<file path="config.mk">
export PLATFORM = sky130hd
export DESIGN_NAME = pmu_counter_bank
export DESIGN_NICKNAME = d
export VERILOG_FILES = /design/src/rtl/pmu_pkg.sv /design/src/rtl/pmu_sat_counter.sv /design/src/rtl/pmu_counter_bank.sv
export SDC_FILE = /design/constraint.sdc
export NUM_CORES = 1
export LEC_CHECK = 0
export BUFFER_PORTS_ARGS = -buffer_cell sky130_fd_sc_hd__buf_2
export CAP_MARGIN = 0
export CELL_PAD_IN_SITES_DETAIL_PLACEMENT = 1
export CELL_PAD_IN_SITES_GLOBAL_PLACEMENT = 1
export CORE_MARGIN = 2
export CORE_UTILIZATION = 43
export DETAILED_ROUTE_END_ITERATION = 10
export PLACE_DENSITY_LB_ADDON = 0.1
export SLEW_MARGIN = 20
export SYNTH_ARGS = -nofsm -noshare
export SYNTH_HDL_FRONTEND = slang
export SYNTH_SLANG_ARGS = --single-unit
</file>
<file path="constraint.sdc">
create_clock -name clk -period 2.4 [get_ports clk]
set_input_delay 0.12 -clock clk [delete_from_list [all_inputs] [get_ports clk]]
set_output_delay 0.12 -clock clk [all_outputs]
set_load 0.01 [all_outputs]
</file>
<file path="src/rtl/pmu_pkg.sv">
// Shared definitions for the PMU counter bank: group indices, the counter
// address map and the per-vector event classifier.
package pmu_pkg;

   // Widest lane vector the classifier accepts; narrower vectors are zero-extended.
   localparam int MAX_LANES  = 32;
   localparam int LANE_IDX_W = 5;

   // Event groups, in address-map order.
   localparam int NUM_GROUPS = 4;
   localparam int GRP_ARRIVE = 0;
   localparam int GRP_DISC   = 1;
   localparam int GRP_TRX    = 2;
   localparam int GRP_IO     = 3;

   // Fixed counters, followed by NUM_GROUPS blocks of NUM_LANES lane counters.
   localparam int ADDR_TOTAL_REQ = 0;
   localparam int ADDR_UNREC_CMD = 1;
   localparam int ADDR_UNREC_TRX = 2;
   localparam int ADDR_UNREC_IO  = 3;
   localparam int ADDR_LANE_BASE = 4;

   typedef enum logic [1:0] {
      EV_NONE,
      EV_LANE,
      EV_UNREC
   } event_kind_e;

   typedef struct packed {
      event_kind_e             kind;
      logic [LANE_IDX_W-1:0]   lane;
   } event_class_t;

   // No bit set: no event. One bit set: that lane. Two or more: unrecoverable.
   function automatic event_class_t classify(input logic [MAX_LANES-1:0] vec);
      event_class_t res;
      int unsigned  cnt;
      res.kind = EV_NONE;
      res.lane = '0;
      cnt      = 0;
      for (int i = 0; i < MAX_LANES; i++) begin
         if (vec[i]) begin
            cnt++;
            res.lane = LANE_IDX_W'(i);
         end
      end
      if (cnt == 1)
         res.kind = EV_LANE;
      else if (cnt >= 2)
         res.kind = EV_UNREC;
      return res;
   endfunction

   // Sticky saturation flag after one clock: any clear drops it, an increment
   // arriving while the counter is already all-ones raises it.
   function automatic logic sat_next(input logic sat, input logic full,
                                     input logic inc, input logic clr,
                                     input logic rd_clr);
      if (clr || rd_clr)
         return 1'b0;
      return sat | (inc & full);
   endfunction

endpackage

</file>
<file path="src/rtl/pmu_sat_counter.sv">
// Single saturating event counter with sticky saturation flag, global clear
// and clear-on-read. A read-clear that coincides with an increment keeps the
// new event, so the counter restarts at 1.
module pmu_sat_counter
   import pmu_pkg::*;
#(
   parameter int COUNTER_WIDTH = 16
) (
   input  logic                     clk,
   input  logic                     rst,
   input  logic                     i_inc,
   input  logic                     i_clr,
   input  logic                     i_rd_clr,
   output logic [COUNTER_WIDTH-1:0] o_value,
   output logic                     o_sat
);

   logic [COUNTER_WIDTH-1:0] r_value;
   logic                     r_sat;
   logic                     w_full;

   assign w_full  = &r_value;
   assign o_value = r_value;
   assign o_sat   = r_sat;

   // Counter state: rst > clear_all > read-clear > increment.
   always_ff @(posedge clk) begin
      // NOTE: state is written with <= so every flop samples pre-edge values;
      // blocking here would let later statements see already-updated state.
      if (rst) begin
         r_value <= '0;
         r_sat   <= 1'b0;
      end else begin
         if (i_clr)
            r_value <= '0;
         else if (i_rd_clr)
            r_value <= COUNTER_WIDTH'(i_inc);
         else if (i_inc && !w_full)
            r_value <= r_value + COUNTER_WIDTH'(1);
         r_sat <= sat_next(r_sat, w_full, i_inc, i_clr, i_rd_clr);
      end
   end

endmodule

</file>
<file path="src/rtl/pmu_counter_bank.sv">
// Performance-monitoring counter bank for the redundant-lane controller:
// classifies per-lane event vectors, drives one saturating counter per
// address and serves a one-cycle-latency registered read port.
module pmu_counter_bank
   import pmu_pkg::*;
#(
   parameter int NUM_LANES     = 3,
   parameter int COUNTER_WIDTH = 16,
   parameter int ADDR_WIDTH    = 5
) (
   input  logic                     clk,
   input  logic                     rst,
   input  logic [NUM_LANES-1:0]     i_trx_error,
   input  logic [NUM_LANES-1:0]     i_io_error,
   input  logic [NUM_LANES-1:0]     i_cmd_arrive,
   input  logic [NUM_LANES-1:0]     i_cmd_discrepancy,
   input  logic                     i_count_en,
   input  logic                     i_clear_all,
   input  logic                     i_rd_req,
   input  logic [ADDR_WIDTH-1:0]    i_rd_addr,
   input  logic                     i_rd_clear,
   output logic                     o_rd_valid,
   output logic [COUNTER_WIDTH-1:0] o_rd_data,
   output logic                     o_rd_sat,
   output logic                     o_rd_err,
   output logic                     o_any_sat
);

   localparam int NUM_CTRS = ADDR_LANE_BASE + NUM_GROUPS * NUM_LANES;

   logic [NUM_LANES-1:0]     w_grp_vec [NUM_GROUPS];
   logic [NUM_CTRS-1:0]      w_inc;
   logic [NUM_CTRS-1:0]      w_rd_clr;
   logic [NUM_CTRS-1:0]      w_sat;
   logic [NUM_CTRS-1:0]      w_sat_nxt;
   logic [COUNTER_WIDTH-1:0] w_value [NUM_CTRS];
   logic [COUNTER_WIDTH-1:0] w_rd_value;
   logic                     w_rd_sat;
   logic                     w_in_range;

   logic                     r_rd_valid;
   logic [COUNTER_WIDTH-1:0] r_rd_data;
   logic                     r_rd_sat;
   logic                     r_rd_err;
   logic                     r_any_sat;

   assign w_grp_vec[GRP_ARRIVE] = i_cmd_arrive;
   assign w_grp_vec[GRP_DISC]   = i_cmd_discrepancy;
   assign w_grp_vec[GRP_TRX]    = i_trx_error;
   assign w_grp_vec[GRP_IO]     = i_io_error;

   // Event classification into per-counter increment strobes.
   always_comb begin
      event_class_t v_cls;
      // NOTE: every always_comb output gets a default first, so no path
      // leaves it unassigned and no latch is inferred.
      w_inc = '0;
      v_cls = '0;
      if (i_count_en) begin
         // Arrivals count every set lane plus one total per cycle.
         w_inc[ADDR_TOTAL_REQ] = |w_grp_vec[GRP_ARRIVE];
         for (int l = 0; l < NUM_LANES; l++)
            w_inc[ADDR_LANE_BASE + GRP_ARRIVE * NUM_LANES + l] = w_grp_vec[GRP_ARRIVE][l];
         // Other groups: a single lane hits its lane counter, a multi-lane
         // event hits only the group's unrecoverable counter.
         for (int g = GRP_DISC; g < NUM_GROUPS; g++) begin
            v_cls = classify(MAX_LANES'(w_grp_vec[g]));
            if (v_cls.kind == EV_UNREC) begin
               w_inc[ADDR_UNREC_CMD + g - GRP_DISC] = 1'b1;
            end else if (v_cls.kind == EV_LANE) begin
               for (int l = 0; l < NUM_LANES; l++)
                  if (v_cls.lane == LANE_IDX_W'(l))
                     w_inc[ADDR_LANE_BASE + g * NUM_LANES + l] = 1'b1;
            end
         end
      end
   end

   // Read address decode: selected value/flag and per-counter read-clear.
   always_comb begin
      w_rd_value = '0;
      w_rd_sat   = 1'b0;
      w_in_range = 1'b0;
      w_rd_clr   = '0;
      for (int i = 0; i < NUM_CTRS; i++) begin
         if (i_rd_addr == ADDR_WIDTH'(i)) begin
            w_in_range  = 1'b1;
            w_rd_value  = w_value[i];
            w_rd_sat    = w_sat[i];
            w_rd_clr[i] = i_rd_req & i_rd_clear;
         end
      end
   end

   for (genvar i = 0; i < NUM_CTRS; i++) begin : g_ctr
      pmu_sat_counter #(
         .COUNTER_WIDTH (COUNTER_WIDTH)
      ) u_ctr (
         .clk      (clk),
         .rst      (rst),
         .i_inc    (w_inc[i]),
         .i_clr    (i_clear_all),
         .i_rd_clr (w_rd_clr[i]),
         .o_value  (w_value[i]),
         .o_sat    (w_sat[i])
      );
      // Flag value the counter will hold after this edge, for any_sat.
      assign w_sat_nxt[i] = sat_next(w_sat[i], &w_value[i], w_inc[i],
                                     i_clear_all, w_rd_clr[i]);
   end

   // Registered read response and aggregate saturation flag.
   always_ff @(posedge clk) begin
      if (rst) begin
         r_rd_valid <= 1'b0;
         r_rd_data  <= '0;
         r_rd_sat   <= 1'b0;
         r_rd_err   <= 1'b0;
         r_any_sat  <= 1'b0;
      end else begin
         r_rd_valid <= i_rd_req;
         if (i_rd_req) begin
            r_rd_data <= w_rd_value;
            r_rd_sat  <= w_rd_sat;
            r_rd_err  <= ~w_in_range;
         end
         r_any_sat <= |w_sat_nxt;
      end
   end

   assign o_rd_valid = r_rd_valid;
   assign o_rd_data  = r_rd_data;
   assign o_rd_sat   = r_rd_sat;
   assign o_rd_err   = r_rd_err;
   assign o_any_sat  = r_any_sat;

endmodule

</file>
==> impl_metrics.json, run 1 <==
{
  "p_leak_nw": 6.752,
  "reg2reg_depth": 8,
  "finalMaxSlewViolations": 0,
  "via_per_inst": 6.100,
  "initial_core_util": 0.4392,
  "fp.coreArea_mm2": 0.03574,
  "crit_chain": "ha_1 > and3_1 > and4bb_2 > and2_1 > nor2_1 > nand4_1 > o41ai_1 > a41oi_1",
  "finalCritPeriodShare": 0.9701,
  "ys_ff_latch": 292,
  "place.gp.congestion": 0.9742,
  "grt_max_degree": 30,
  "clock-root-buffer": "clkbuf_16",
  "ant_nets": 0,
  "cts_setup_buffers": 0,
  "synth_area_leaders": "dfxtp_1 37%, nor2_1 8.3%, xor2_1 7.5%",
  "worst_path_dominant_cell_family": "simple AND/OR/NAND/NOR gates",
  "ys_async_sr_fraction": 0,
  "nNetsFinal": 2173,
  "firstDrtPassIters": 7,
  "syn2layout_area_growth_pct": 20.06,
  "yosys.area.top_type": "dfxtp_1",
  "vias": 15950,
  "rsz0062_at_grt": "no",
  "yosys.area.top_type_share": 0.3724,
  "finalNonFillerCells": 2615,
  "setup-tns-final_ns": 0,
  "yosysSeqAreaShare": 0.3724,
  "arrival_ns": 2.73,
  "post-route-drc-count": 0,
  "cpMaxStageDelayCell": "dfxtp_1",
  "p_sw_mw": 2.760,
  "p_seq_frac": 0.414,
  "worstPathMaxFanout": 5,
  "clockBufferDepth": 3,
  "ir_worst_vdd_uv": 521.3,
  "combPwrFrac": 0.061,
  "io_pins": 43,
  "h-tree-depth": 2,
  "layout_min_cycle_time_ns": 2.328,
  "grt-ovfl-total": 0,
  "yosysWarnings": 0,
  "skew_ns": 0.02138,
  "clock-sinks": 292,
  "die_y_um": 195.1,
  "relSlewSlack": 0.5134,
  "switching_share": 0.2334,
  "max_stage_delay_ns": 0.39,
  "path_depth": 8,
  "syn-cell-area_mm2": 0.01570,
  "critPathKind": "register to register",
  "dp_cells": 2545,
  "p_int_mw": 9.064,
  "rows": 69,
  "hpwlAfterDp_um": 46080,
  "status": "complete, no violations",
  "startpoint_type": "register",
  "grt.total_usage": 0.3168,
  "critPathBufInv": 0,
  "clk_pin_slew_worst_paths_ns": 0.06,
  "power.total_mw": 11.82,
  "max_slew.worst_pin.slew_ns": 0.7232,
  "crit_path_end_kind": "register",
  "wirelength_um": 60130,
  "clock.fmax_mhz": 429.5,
  "holdPathStages": 5,
  "syn_nets": 2001,
  "drtIter0Drc": 1050,
  "synth_ff_type": "dfxtp_1",
  "syn_area_per_cell_um2": 8.038,
  "die_area_mm2": 0.03805,
  "setup_viol": 0,
  "drive_gt1_frac": 0.1430,
  "antenna_found_initial": 0,
  "cts_tree": "done",
  "finalHoldViolations": 0,
  "hp-class": "input pin to register",
  "io_buffers": 42,
  "worstPathRequired_ns": 2.81,
  "post_drt_wl_per_cell_um": 22.99,
  "die_w_um": 195.1,
  "yosysUniqueCellTypes": 79,
  "grt_pass1_vias": 16260,
  "cap_violations": 0,
  "clock_latency_ns": 0.56,
  "grt_pass1_wl_um": 94500,
  "synth-edff-count": 0,
  "clock_power_share": 0.526,
  "cts_buffers": 37,
  "num_antenna_cells": 0,
  "synth_cells": 1953,
  "power.density_mw_per_mm2": 627.4,
  "timing.hold.ws_ns": 0.01677
}
-- worst reg2reg max path: stages, from the launching register on --
cell	delay [ns]
dfxtp_1	0.39
ha_1	0.25
and3_1	0.19
and4bb_2	0.27
and2_1	0.22
nor2_1	0.19
nand4_1	0.15
o41ai_1	0.39
a41oi_1	0.15
-- layout make-up --
cell class / count / area, um^2
multi-input combinational: 1542 / 9333
fill: 4349 / 16900
timing repair buffer: 216 / 1597
clock inverter: 16 / 265.3
clock buffer: 52 / 1095
inverter: 36 / 135.1
tap: 461 / 576.8
sequential: 292 / 5846
-- layer usage --
layer,part of all wire,up-vias,GRT usage
li1,-,7392,-
met1,0.42,7950,0.3968
met2,0.47,470,0.5295
met3,0.053,139,0.04387
met4,0.054,0,0.1699
met5,0,-,0
-- cell usage after synthesis, types with 4 or more instances --
| cell | n |
|---|---|
| xnor2_1 | 52 |
| ha_1 | 22 |
| o41ai_1 | 7 |
| buf_4 | 7 |
| mux2i_1 | 21 |
| a222oi_1 | 7 |
| and4bb_2 | 4 |
| buf_2 | 22 |
| o21ai_1 | 15 |
| nor2b_1 | 15 |
| and2_1 | 23 |
| nand4_1 | 90 |
| dfxtp_1 | 292 |
| nor2_1 | 347 |
| nand2_1 | 163 |
| o22ai_1 | 24 |
| o21ai_0 | 83 |
| a221o_1 | 8 |
| a32oi_1 | 4 |
| and3_1 | 42 |
| a21oi_1 | 94 |
| a31oi_1 | 20 |
| o221ai_1 | 11 |
| or3_1 | 34 |
| o311ai_1 | 4 |
| a211oi_1 | 8 |
| clkbuf_1 | 46 |
| a221oi_1 | 17 |
| a22oi_1 | 39 |
| nor3_1 | 30 |
| xor2_1 | 134 |
| nor4_1 | 18 |
| and4_1 | 34 |
| o31ai_1 | 5 |
| nand3_1 | 90 |
| inv_1 | 36 |
| nand2b_1 | 12 |
-- power by group through the flow --
stage	Clock [mW]	Combinational [mW]	Sequential [mW]
6_report	6.21	0.716	4.89
3_5_place_dp	0	0.696	5.00
2_1_floorplan	0	0.360	5.00
3_3_place_gp	0	0.679	5.00
4_1_cts	6.31	0.705	4.89
5_1_grt	6.51	0.765	4.89
-- kinds of logic (layout without fill, tap and decap cells) --
family / after synthesis / after routing / share of synthesized area
adder cells (fa/ha/maj): 25 / 25 / 0.02136
XOR/XNOR: 186 / 186 / 0.1038
buffers and inverters: 119 / 320 / 0.03348
multiplexers: 23 / 23 / 0.01650
AO/OA/AOI/OAI: 369 / 369 / 0.1512
flip-flops: 292 / 292 / 0.3724
AND/OR/NAND/NOR: 939 / 939 / 0.3013
-- layout by cell type (no fill, tap or decap), types with 39 or more instances in the layout --
cell type and count:
buf_4 166, nand4_1 90, nand2_1 163, o21ai_0 83, dfxtp_1 292, nand3_1 90
xnor2_1 52, clkbuf_16 39, buf_2 42, xor2_1 134, a22oi_1 39, a21oi_1 94
and3_1 42, nor2_1 347
-- registers in the layout, indices dropped and copies added (netlist names) --
register,cells
g_ctr.u_ctr.o_value,256
g_ctr.u_ctr.o_sat,16
o_rd_data,16
o_any_sat,1
o_rd_err,1
o_rd_sat,1
o_rd_valid,1
-- final timing paths --
path	startpoint	to	slack, ns
min reg2reg	o_rd_data[12]$_SDFFE_PP0P_	o_rd_data[12]$_SDFFE_PP0P_	0.50
max reg2reg	g_ctr[0].u_ctr.o_value[1]$_SDFFE_PP0P_	o_any_sat$_SDFF_PP0_	0.07
max	g_ctr[0].u_ctr.o_value[1]$_SDFFE_PP0P_	o_any_sat$_SDFF_PP0_	0.07
min	i_cmd_arrive[1]	g_ctr[5].u_ctr.o_value[1]$_SDFFE_PP0P_	0.02
-- what timing repair did --
action                                  4_1_cts  5_1_grt
endpoints found under the setup margin        0        5
gates resized for setup                       0        1
hold buffers                                  2        0
endpoints found under the hold margin         4        0
-- through the flow --
stage / utilization / cell area (um^2) / setup slack, ns
after global placement: 0.4885 / 17460 / -0.1266
after detailed placement: 0.4885 / 17460 / -0.1768
after floorplan: - / 15700 / 0.1416
final: 0.5273 / 18850 / 0.07176
after CTS: 0.5271 / 18840 / 0.1069
after global routing: 0.5273 / 18850 / 0.01377
Power figures use the tool's default switching activity.
==> inputs of run 2 (changes only) <==
--- a/config.mk
+++ b/config.mk
@@ -5,12 +5,13 @@
 export SDC_FILE = /design/constraint.sdc
 export NUM_CORES = 1
 export LEC_CHECK = 0
+export ABC_AREA = 1
 export BUFFER_PORTS_ARGS = -buffer_cell sky130_fd_sc_hd__buf_2
 export CAP_MARGIN = 0
 export CELL_PAD_IN_SITES_DETAIL_PLACEMENT = 1
 export CELL_PAD_IN_SITES_GLOBAL_PLACEMENT = 1
 export CORE_MARGIN = 2
-export CORE_UTILIZATION = 43
+export CORE_UTILIZATION = 41
 export DETAILED_ROUTE_END_ITERATION = 10
 export PLACE_DENSITY_LB_ADDON = 0.1
 export SLEW_MARGIN = 20
==> impl_metrics.json, run 2 <==
{
  "status": "complete, no violations",
  "worstPathRequired_ns": 2.88,
  "clk_pin_slew_worst_paths_ns": 0.06,
  "synth_ff_type": "dfxtp_1",
  "die_area_mm2": 0.04186,
  "h-tree-depth": 2,
  "drive_gt1_frac": 0.1170,
  "yosys.area_share.simple": 0.3497,
  "firstDrtPassIters": 5,
  "finalCritPeriodShare": 0.9143,
  "ir_worst_vdd_uv": 405.1,
  "holdPathStages": 5,
  "rows": 73,
  "yosys.area.top_type": "dfxtp_1",
  "num_antenna_cells": 0,
  "multiInputGateArea_mm2": 0.008976,
  "io_pins": 43,
  "synthMuxAreaShare": 0.0006067,
  "startpoint_type": "input pin",
  "via_per_inst": 5.496,
  "worstPathMaxFanout": 6,
  "synth_top_cells_by_count": "562 x nand2_1, 405 x inv_1, 292 x dfxtp_1",
  "final_common_cell": "nand2_1",
  "critPathLaunch": "i_trx_error[1]",
  "die_w_um": 204.6,
  "syn_nets": 2596,
  "p_leak_nw": 7.198,
  "cts_tree": "done",
  "yosysUniqueCellTypes": 52,
  "clock.fmax_mhz": 455.7,
  "grt-ovfl-total": 0,
  "clock-sinks": 292,
  "die_y_um": 204.6,
  "fillCellCount": 5323,
  "syn2layout_area_growth_pct": 18.35,
  "post_drt_wl_per_cell_um": 19.16,
  "register_area_mm2": 0.005846,
  "relSlewSlack": 0.3991,
  "syn-cell-area_mm2": 0.01650,
  "skew_ns": 0.03391,
  "min_delay_worst_endpoint": "g_ctr[4].u_ctr.o_value[0]$_SDFFE_PP0P_",
  "ant_nets": 0,
  "grt_pass1_vias": 18100,
  "grt.total_usage": 0.3003,
  "clockBufferDepth": 3,
  "crit_path_end_kind": "register",
  "largest_reg_flops": 256,
  "fin_util": 0.4914,
  "ff2ff_setup_slack_ns": 0.21,
  "setup_viol": 0,
  "finalMaxSlewViolations": 0,
  "clock_latency_ns": 0.56,
  "hold_start": "i_cmd_arrive[0]",
  "critPathKind": "input pin to register",
  "layout_min_cycle_time_ns": 2.194,
  "hp-class": "input pin to register",
  "synth_cells": 2548,
  "synth_top_family_by_area": "simple AND/OR/NAND/NOR gates",
  "post-route-drc-count": 0,
  "dp_cells": 3209,
  "vias": 18020,
  "pre_cts_ws_ns": -0.1164,
  "drtIter0Drc": 1099,
  "io_buffers": 42,
  "hpwlAfterDp_um": 49340,
  "synth_xor_area_frac": 0.01433,
  "max_slew.worst_pin.slew_ns": 0.8981,
  "ys_ff_latch": 292,
  "synthAdderAreaFrac": 0.02032,
  "finalHoldViolations": 0,
  "cts_buffers": 37,
  "syn_area_per_cell_um2": 6.475,
  "wirelength_um": 62810,
  "synth-edff-count": 0,
  "r2r_start": "g_ctr[3].u_ctr.o_value[0]$_SDFFE_PP0P_",
  "antenna_found_initial": 0,
  "yosysWarnings": 0,
  "synth_compound_area_frac": 0.1549,
  "power.density_mw_per_mm2": 565.1,
  "rsz0062_at_grt": "no",
  "clock-root-buffer": "clkbuf_16",
  "initial_core_util": 0.4152,
  "r2r_end": "g_ctr[3].u_ctr.o_value[0]$_SDFFE_PP0P_",
  "arrival_ns": 2.67,
  "reg2reg_depth": 12,
  "place.gp.congestion": 0.9460,
  "grt_max_degree": 35,
  "yosysMostFrequentCell": "nand2_1",
  "yosysSeqAreaShare": 0.3543,
  "timing.final.ws_setup_ns": 0.2057,
  "cap_violations": 0,
  "synth_area_leaders": "dfxtp_1 35%, nand2_1 13%, inv_1 9.2%",
  "nNetsFinal": 2781,
  "ys_async_sr_fraction": 0,
  "fp.coreArea_mm2": 0.03973,
  "grt_pass1_wl_um": 98790,
  "finalNonFillerCells": 3278,
  "final_cell_mix": "562 x nand2_1, 403 x inv_1, 292 x dfxtp_1, 277 x nor2_1, 215 x a21oi_1",
  "yosys.area.top_type_share": 0.3543,
  "setup-tns-final_ns": 0
}
## run 2: through the flow
| step | hold slack [ns] | cell area [um^2] | power [mW] |
|---|---|---|---|
| floorplan | 0.2554 | 16500 | 5.359 |
| global placement | 0.4489 | 18220 | 5.677 |
| detailed placement | 0.4535 | 18220 | 5.698 |
| CTS | 0.003923 | 19410 | 11.11 |
| global route | 0.05720 | 19530 | 11.38 |
| finish | 0.02974 | 19530 | 11.03 |
## run 2: worst max-delay path, stage by stage
cell	delay (ns)
dlygate4sd3_1	0.53
buf_2	0.13
inv_2	0.07
fa_1	0.43
nor2_2	0.11
nand2_1	0.09
nor3_2	0.11
buf_4	0.18
nand3_2	0.09
clkinv_2	0.09
buf_4	0.15
nand4_1	0.17
or2_0	0.27
a21oi_1	0.12
## run 2: cell type report
cell class                      instances  area share
Sequential cell                       292      0.2994
Inverter                              418     0.08087
Multi-Input combinational cell       1797      0.4597
Clock inverter                          4    0.001602
Tap cell                              525     0.03364
Clock buffer                           55     0.05710
Timing Repair Buffer                  187     0.06767
## run 2: logic make-up (layout without fill, tap and decap cells)
family                   count (synthesis)  after routing
multiplexers                             1              1
AO/OA/AOI/OAI                          464            464
flip-flops                             292            292
adder cells (fa/ha/maj)                 25             25
buffers and inverters                  459            664
XOR/XNOR                                27             27
AND/OR/NAND/NOR                       1280           1280
## run 2: worst max path at each step
stage,end,slack (ns),cells past startpoint
4_1_cts,g_ctr[10].u_ctr.o_value[13]$_SDFFE_PP0P_,0.07,15
5_1_grt,g_ctr[11].u_ctr.o_value[14]$_SDFFE_PP0P_,0.003,16
3_3_place_gp,o_rd_data[6]$_SDFFE_PP0P_,-0.06,14
6_report,g_ctr[11].u_ctr.o_value[13]$_SDFFE_PP0P_,0.21,14
2_1_floorplan,g_ctr[15].u_ctr.o_value[13]$_SDFFE_PP0P_,0.34,14
3_5_place_dp,o_rd_data[6]$_SDFFE_PP0P_,-0.12,14
## run 2: repair_timing
item                                    CTS  global route
buffers inserted                          0             6
gates resized for setup                   0            17
hold buffers                              4             0
hold endpoints to repair                  4             0
endpoints found under the setup margin    0            31
## run 2: per-layer routing
metal	wire [um]	global-route usage	vias to the layer above
met2	28180	0.4802	417
met1	28940	0.4122	8735
met5	0	0	-
li1	-	-	8771
met4	1745	0.09731	0
met3	3943	0.04725	92
## run 2: report_power, final
part,internal [mW],leakage [nW],switching [mW]
combinational,0.232,4.28,0.488
sequential,4.87,2.35,0.0238
clock,3.19,0.567,2.23
